`config.mk`:
```
export PLATFORM = sky130hd
export DESIGN_NAME = portin_deser
export DESIGN_NICKNAME = d
export VERILOG_FILES = /design/src/rtl/portin_deser.sv
export SDC_FILE = /design/constraint.sdc
export NUM_CORES = 1
export LEC_CHECK = 0
export BUFFER_PORTS_ARGS = -buffer_cell sky130_fd_sc_hd__buf_2
export CELL_PAD_IN_SITES_DETAIL_PLACEMENT = 0
export CELL_PAD_IN_SITES_GLOBAL_PLACEMENT = 1
export CORE_MARGIN = 10
export CORE_UTILIZATION = 46
export DETAILED_ROUTE_END_ITERATION = 7
export PLACE_DENSITY_LB_ADDON = 0.1
export SLEW_MARGIN = 10
export SYNTH_ARGS = -nofsm -noshare
export SYNTH_HDL_FRONTEND = slang
export SYNTH_SLANG_ARGS = --single-unit
```
`constraint.sdc`:
```
create_clock -name clock -period 2.15 [get_ports clock]
set_input_delay 0.43 -clock clock [delete_from_list [all_inputs] [get_ports clock]]
set_output_delay 0.43 -clock clock [all_outputs]
set_load 0.02 [all_outputs]
```
`src/rtl/portin_deser.sv`:
```
// Receive-side deserializer for one router port: rebuilds LSB-first serial frames into
// WIDTH-bit words and writes them to the port input FIFO. Optional parity: PORTIN_PARITY_EN.
module portin_deser #(
    parameter int WIDTH = 32
) (
    input  logic             clock,
    input  logic             reset_n,
    input  logic             din,
    input  logic             frame_n,
    input  logic             valid_n,
    input  logic             fifo_full,
    output logic [WIDTH-1:0] word,
    output logic             push,
    output logic             busy,
    output logic             err_short,
    output logic             err_long,
    output logic             err_drop
);

`ifdef PORTIN_PARITY_EN
    localparam int FRAME_LEN = WIDTH + 1;
`else
    localparam int FRAME_LEN = WIDTH;
`endif
    localparam int CW = $clog2(WIDTH + 2);
    localparam logic [CW-1:0] CNT_ONE  = CW'(1);
    localparam logic [CW-1:0] CNT_LAST = CW'(FRAME_LEN - 1);
    localparam logic [CW-1:0] CNT_FULL = CW'(FRAME_LEN);

    typedef enum logic [1:0] {
        ST_IDLE    = 2'd0,
        ST_RECV    = 2'd1,
        ST_DONE    = 2'd2,
        ST_DISCARD = 2'd3
    } state_t;

`ifdef PORTIN_PARITY_EN
    function automatic logic even_par(input logic [WIDTH-1:0] v);
        return ^v;
    endfunction
`endif

    state_t           state_q, state_d;
    logic [CW-1:0]    cnt_q, cnt_d;
    logic [WIDTH-1:0] shreg_q, shreg_d;
    logic [WIDTH-1:0] word_q, word_d;
    logic             pend_q, pend_d;
    logic             lpend_q, lpend_d;
    logic             par_ok_q, par_ok_d;
    logic             push_q, push_d;
    logic             busy_q, busy_d;
    logic             err_short_q, err_short_d;
    logic             err_long_q, err_long_d;
    logic             err_drop_q, err_drop_d;
    logic             qual_s;

    // Next-state and output decode for the receive FSM
    always_comb begin
        qual_s      = !frame_n && !valid_n;
        state_d     = state_q;
        cnt_d       = cnt_q;
        shreg_d     = shreg_q;
        word_d      = word_q;
        pend_d      = pend_q;
        lpend_d     = lpend_q;
        par_ok_d    = par_ok_q;
        push_d      = 1'b0;
        err_short_d = 1'b0;
        err_long_d  = 1'b0;
        err_drop_d  = 1'b0;
        case (state_q)
            ST_IDLE: begin
                if (qual_s) begin
                    shreg_d = {din, {(WIDTH-1){1'b0}}};
                    cnt_d   = CNT_ONE;
                    state_d = ST_RECV;
                end else begin
                    state_d = ST_IDLE;
                end
            end
            ST_RECV: begin
                if (frame_n) begin
                    err_short_d = 1'b1;
                    state_d     = ST_IDLE;
                end else if (!valid_n) begin
                    // Right shift: after WIDTH bits the first bit sits at word[0]
`ifdef PORTIN_PARITY_EN
                    if (cnt_q == CW'(WIDTH)) begin
                        par_ok_d = (din == even_par(shreg_q));
                    end else begin
                        shreg_d = {din, shreg_q[WIDTH-1:1]};
                    end
`else
                    shreg_d = {din, shreg_q[WIDTH-1:1]};
`endif
                    if (cnt_q == CNT_LAST) begin
                        cnt_d   = CNT_FULL;
                        pend_d  = 1'b1;
                        state_d = ST_DONE;
                    end else begin
                        cnt_d = cnt_q + CNT_ONE;
                    end
                end else begin
                    state_d = ST_RECV;
                end
            end
            ST_DONE: begin
                if (pend_q) begin
                    pend_d = 1'b0;
                    if (!par_ok_q) begin
                        err_short_d = 1'b1;
                    end else if (fifo_full) begin
                        err_drop_d = 1'b1;
                    end else begin
                        push_d = 1'b1;
                        word_d = shreg_q;
                    end
                    // An extra bit colliding with the push cycle is flagged one cycle later
                    if (frame_n) begin
                        state_d = ST_IDLE;
                    end else if (!valid_n) begin
                        lpend_d = 1'b1;
                        state_d = ST_DISCARD;
                    end else begin
                        state_d = ST_DONE;
                    end
                end else if (frame_n) begin
                    state_d = ST_IDLE;
                end else if (!valid_n) begin
                    err_long_d = 1'b1;
                    state_d    = ST_DISCARD;
                end else begin
                    state_d = ST_DONE;
                end
            end
            ST_DISCARD: begin
                if (lpend_q) begin
                    err_long_d = 1'b1;
                    lpend_d    = 1'b0;
                end else begin
                    lpend_d = 1'b0;
                end
                if (frame_n) begin
                    state_d = ST_IDLE;
                end else begin
                    state_d = ST_DISCARD;
                end
            end
            default: begin
                state_d = ST_IDLE;
            end
        endcase
        if (state_d == ST_IDLE) begin
            cnt_d = '0;
        end else begin
            cnt_d = cnt_d;
        end
        busy_d = (state_d != ST_IDLE);
    end

    // State and registered outputs
    always_ff @(posedge clock or negedge reset_n) begin
        if (!reset_n) begin
            state_q     <= ST_IDLE;
            cnt_q       <= '0;
            shreg_q     <= '0;
            word_q      <= '0;
            pend_q      <= 1'b0;
            lpend_q     <= 1'b0;
            par_ok_q    <= 1'b1;
            push_q      <= 1'b0;
            busy_q      <= 1'b0;
            err_short_q <= 1'b0;
            err_long_q  <= 1'b0;
            err_drop_q  <= 1'b0;
        end else begin
            state_q     <= state_d;
            cnt_q       <= cnt_d;
            shreg_q     <= shreg_d;
            word_q      <= word_d;
            pend_q      <= pend_d;
            lpend_q     <= lpend_d;
            par_ok_q    <= par_ok_d;
            push_q      <= push_d;
            busy_q      <= busy_d;
            err_short_q <= err_short_d;
            err_long_q  <= err_long_d;
            err_drop_q  <= err_drop_d;
        end
    end

    assign word      = word_q;
    assign push      = push_q;
    assign busy      = busy_q;
    assign err_short = err_short_q;
    assign err_long  = err_long_q;
    assign err_drop  = err_drop_q;

endmodule

```
==> impl_metrics.tcl, run 1 <==
set metrics [dict create \
    rsz0062_at_grt "false" \
    worstSetupEndpointType "register" \
    drtIter0Drc 80 \
    portBuffers 42 \
    final-setup-viol-count 0 \
    synth_area_per_cell_um2 14.3 \
    cts_resized 0 \
    drv_cap 0 \
    cts_root_buffer "clkbuf_8" \
    holdCritPathClass "primary input to async pin" \
    critical_path_class "register to register" \
    clock_skew_ns 0.00813 \
    fillCellCount 551 \
    synth-seq-area-share 0.647 \
    cp_num_buf_inv 2 \
    hpwl_um 3610 \
    grt_pass1_vias 1842 \
    place_area_mm2 0.00337 \
    drv_slew 0 \
    synth_cell_type_count 37 \
    vias 1878 \
    syn_nets 220 \
    grt_pass1_wl_um 9290 \
    synth_area_mm2 0.00305 \
    std_cell_rows 29 \
    cts_tree "built" \
    intPower_uw 2010 \
    antenna_found_initial 0 \
    p_leak_uw 0.00186 \
    wl_per_cell_um 16.3 \
    vias_per_cell 5.52 \
    drive_gt1_frac 0.373 \
    power_frac_clock 0.394 \
    die_w_um 101 \
    dr.pass1.iters 4 \
    startpoint_type "register" \
    finalHoldViolCount 0 \
    gp_congestion 0.799 \
    postCtsSetupRepairBufs 0 \
    synthFlopType "dfrtp_1" \
    grt_max_degree 49 \
    timing.final.crit_share 0.765 \
    grt_overflow 0 \
    synth_edf_count 0 \
    cp_common_cell "buf_4" \
    tns_ns 0 \
    core_mm2 0.00639 \
    dieArea_mm2 0.0103 \
    diodes 0 \
    comb_power_share 0.038 \
    syn_to_final_growth_pct 16.5 \
    synthCells 213 \
    clkLatencyLatePin_ns 0.34 \
    r2r-end "shreg_q[21]" \
    worstMarginPinSlew_ns 0.451 \
    power_density_mw_per_mm2 743 \
    yosysWarnings 0 \
    cts.sinks 79 \
    cp.arrival_ns 1.93 \
    timing.rr.start "state_q[1]" \
    path_delay_family "buffers and inverters" \
    crit_fanout 33 \
    period_needed_ns 1.65 \
    synthArstFlopShare 1.00 \
    swShare 0.238 \
    pwr-share-seq 0.569 \
    cp_slowest_cell "dfrtp_1" \
    path_cells "buf_4 -> nor4b_4 -> buf_4 -> a22o_1" \
    drtAntennaViolNets 0 \
    fmax_mhz 608 \
    outcome "completed" \
    ir_drop_v 0.000346 \
    rr_worst_depth 4 \
    gr-usage-all-layers 0.112 \
    crit_required_ns 2.43 \
    cts_buffers 9 \
    route.detailed.drc 0 \
    clkTransAtPathRegs_ns 0.08 \
    htreeDepth 3 \
    clk_path_buf_depth 2 \
    finalInstanceArea_mm2 0.00356 \
    synth-seq-cells 79 \
    relSlewSlack 0.697 \
    cts_hold_buf 0 \
    r2r_slack_ns 0.50 \
    switchingPower_uw 629 \
    start_util 0.478 \
    die-height_um 101 \
    final_nets 265 \
    io_pins 43 \
    routed_wl_um 5540 \
    cpPeakStageDelay_ns 0.46 \
]
## layout by cell type (no fill, tap or decap), types with 2 or more instances in the layout
cell type,instances
clkinv_4,3
nor3_1,2
clkbuf_8,11
buf_2,41
dfrtp_1,79
o211ai_1,2
nor4_1,3
nand2b_1,2
buf_4,5
mux2_2,32
a21oi_1,3
inv_1,3
a31oi_1,4
nand3_1,5
buf_12,2
nand2_1,7
a22o_1,33
nor2_1,4
a21o_1,2
## cell usage after synthesis (3+ instances only)
master    number  area share
buf_4          3      0.0074
nand3_1        5      0.0082
a22o_1        33       0.095
a31oi_1        4      0.0082
nand2_1        7      0.0086
a21oi_1        3      0.0049
nor2_1         4      0.0049
inv_1          3      0.0037
dfrtp_1       79        0.65
mux2_2        32        0.12
clkbuf_1       6      0.0074
nor4_1         3      0.0061
## sequential cells by signal, summed over array words and instances (netlist names)
name / cells
shreg_q: 32
word: 32
cnt_q: 6
state_q: 2
busy: 1
err_drop: 1
err_long: 1
err_short: 1
lpend_q: 1
pend_q: 1
push: 1
## cell families (layout without fill, tap and decap cells)
group           after synthesis  in the layout  share of synthesized area
compound gates               49             49                      0.129
fa+ha+maj                     1              1                    0.00410
buf+inv                      17             67                     0.0279
flops                        79             79                      0.647
mux                          33             33                      0.121
simple gates                 34             34                     0.0705
## stage by stage
stage	total power [uW]	instances	hold WS, ns	util	setup slack (ns)
after floorplan	1580	213	0.134	-	0.539
after global placement	1630	324	0.403	0.527	0.470
after detailed placement	1630	324	0.402	0.527	0.451
after CTS	2680	340	0.0224	0.557	0.504
after global routing	2740	340	0.0317	0.557	0.404
final	2640	340	0.0121	0.557	0.504
## routing by layer
layer	vias up	share of wire	wire length, um	GRT usage
li1	888	-	-	-
met1	943	0.52	2880	0.159
met2	38	0.41	2290	0.150
met3	9	0.050	276	0.0306
met5	-	0	0	0
met4	0	0.017	96	0.0579
## power groups by stage
stage | registers [uW] | clock network (uW) | logic [uW]
after floorplan | 1530 | 0 | 46.2
after global placement | 1530 | 0 | 103
after detailed placement | 1530 | 0 | 103
after CTS | 1500 | 1070 | 103
after global routing | 1500 | 1120 | 112
final | 1500 | 1040 | 99.3
## worst max-delay path by stage
stage	start	end	slack, ns	cells past startpoint
floorplan	valid_n	shreg_q[10]	0.54	5
global placement	frame_n	cnt_q[4]	0.47	4
detailed placement	frame_n	cnt_q[4]	0.45	4
CTS	state_q[1]	shreg_q[3]	0.50	4
global route	state_q[1]	pend_q	0.40	4
finish	state_q[1]	shreg_q[21]	0.50	4
## layout make-up
type	instances	area, um2	area share
repair buffers	48	283	0.0795
inverters	3	11.3	0.00317
clock buffers	11	151	0.0426
multi-input cells	117	998	0.281
clock inverters	5	40.0	0.0113
flip-flops and latches	79	1980	0.556
well taps	77	96.3	0.0271
(Power assumes the default switching activity.)
==> inputs of run 2 (changes only) <==
==> constraint.sdc (replaced) <==
create_clock -name clock -period 1.6 [get_ports clock]
set_input_delay 0.32 -clock clock [delete_from_list [all_inputs] [get_ports clock]]
set_output_delay 0.32 -clock clock [all_outputs]
set_load 0.02 [all_outputs]
==> impl_metrics.tcl, run 2 (same netlist as run 1, synthesis figures left out) <==
set metrics [dict create \
    post-place-ws_ns 0.0530 \
    io_pins 43 \
    dr.pass1.iters 4 \
    vias 1951 \
    power_density_mw_per_mm2 942 \
    grt_max_degree 80 \
    final_common_cell "dfrtp_1" \
    std_cell_rows 29 \
    fillCellCount 564 \
    htreeDepth 3 \
    final-setup-viol-count 0 \
    worst_slack_ns 0.0179 \
    crit_fanout 5 \
    fin_cells 349 \
    final_nets 275 \
    drtIter0Drc 85 \
    clock_skew_ns 0.00760 \
    core_mm2 0.00639 \
    crit_required_ns 1.86 \
    drv_slew 0 \
    rr_worst_depth 3 \
    cts_hold_buf 0 \
    syn_to_final_growth_pct 19.3 \
    finalHoldViolCount 13 \
    route.detailed.drc 0 \
    cts_buffers 9 \
    relSlewSlack 0.720 \
    holdWs_ns -0.0139 \
    clkLatencyLatePin_ns 0.34 \
    worstSetupEndpointType "register" \
    grt_pass1_wl_um 9650 \
    gp_congestion 0.792 \
    cts_root_buffer "clkbuf_8" \
    holdCritPathClass "primary input to async pin" \
    timing.final.crit_share 0.989 \
    mostFrequentLayoutCells "dfrtp_1, buf_2, a22o_1" \
    startpoint_type "register" \
    outcome "finished with violations" \
    r2r-end "cnt_q[4]" \
    multi_input_area_mm2 0.00101 \
    cp.arrival_ns 1.84 \
    vias_per_cell 5.59 \
    dieArea_mm2 0.0103 \
    die_w_um 101 \
    violations "negative hold slack" \
    die-height_um 101 \
    p_leak_uw 0.00190 \
    regArea_mm2 0.00198 \
    antenna_found_initial 0 \
    dp.cells 330 \
    cts_tree "built" \
    routed_wl_um 6030 \
    drive_gt1_frac 0.397 \
    portBuffers 42 \
    fmax_mhz 632 \
    power_uw 3430 \
    rsz0062_at_grt "true" \
    grt_pass1_vias 1867 \
    grt_overflow 0 \
    clk_path_buf_depth 2 \
    drtAntennaViolNets 0 \
    critical_path_class "register to register" \
    cts.sinks 79 \
    period_needed_ns 1.58 \
    hpwl_um 3590 \
    wl_per_cell_um 17.3 \
    diodes 0 \
    worstMarginPinSlew_ns 0.417 \
    r2r_slack_ns 0.02 \
    gr-usage-all-layers 0.115 \
    timing.rr.start "state_q[1]" \
    drv_cap 0 \
    ir_drop_v 0.000581 \
    clkTransAtPathRegs_ns 0.07 \
    start_util 0.478 \
    finish.utilization 0.571 \
]
## run 2: changes by cell type in the layout (fill, tap and decap cells not counted), moves of 2 or more
cell | before | now
buf_4 | 5 | 12
clkinv_4 | 3 | 0
buf_6 | 0 | 2
clkbuf_1 | 0 | 2
clkinvlp_4 | 0 | 2
## run 2: repair_timing
| action | CTS | global route |
|---|---|---|
| buffers inserted | 0 | 2 |
| endpoints found under the hold margin | 0 | 0 |
| gates resized for setup | 0 | 4 |
| endpoints found under the setup margin | 0 | 24 |
## run 2: routing by layer
layer	share of wire	GRT usage
met2	0.45	0.155
met4	0.011	0.0611
met1	0.49	0.165
met5	0	0
met3	0.050	0.0306
## run 2: worst max-delay path: stages, from the launching register on
cell and delay, ns:
dfrtp_2 0.46, or3_4 0.41, or4b_1 0.50, a31oi_1 0.15
## run 2: metrics by stage
stage | hold slack [ns] | setup TNS [ns] | cell area, um2
global placement | 0.379 | 0 | 3410
CTS | 0.00705 | 0 | 3580
finish | -0.0139 | 0 | 3640
floorplan | 0.0244 | 0 | 3050
global route | 0.0116 | -0.0268 | 3640
detailed placement | 0.377 | 0 | 3410
## run 2: layout make-up
type	count	share of cell area
timing repair buffer	58	0.105
sequential	79	0.543
clock inverter	3	0.00549
multi-input combinational	117	0.277
tap	77	0.0264
clock buffer	12	0.0398
inverter	3	0.00309
## run 2: where the power goes
group	leakage, uW	total [uW]	switching [uW]	internal, uW
sequential	0.00110	2020	9.19	2010
clock	0.0000785	1270	674	596
combinational	0.000726	147	102	45.0
## run 2: how the worst max path moves through the flow
stage	cells past startpoint	end	start
floorplan	4	word[10]	state_q[0]
global placement	4	word[25]	state_q[0]
detailed placement	3	cnt_q[4]	state_q[1]
CTS	3	cnt_q[4]	state_q[1]
global route	4	shreg_q[16]	state_q[1]
finish	3	cnt_q[4]	state_q[1]
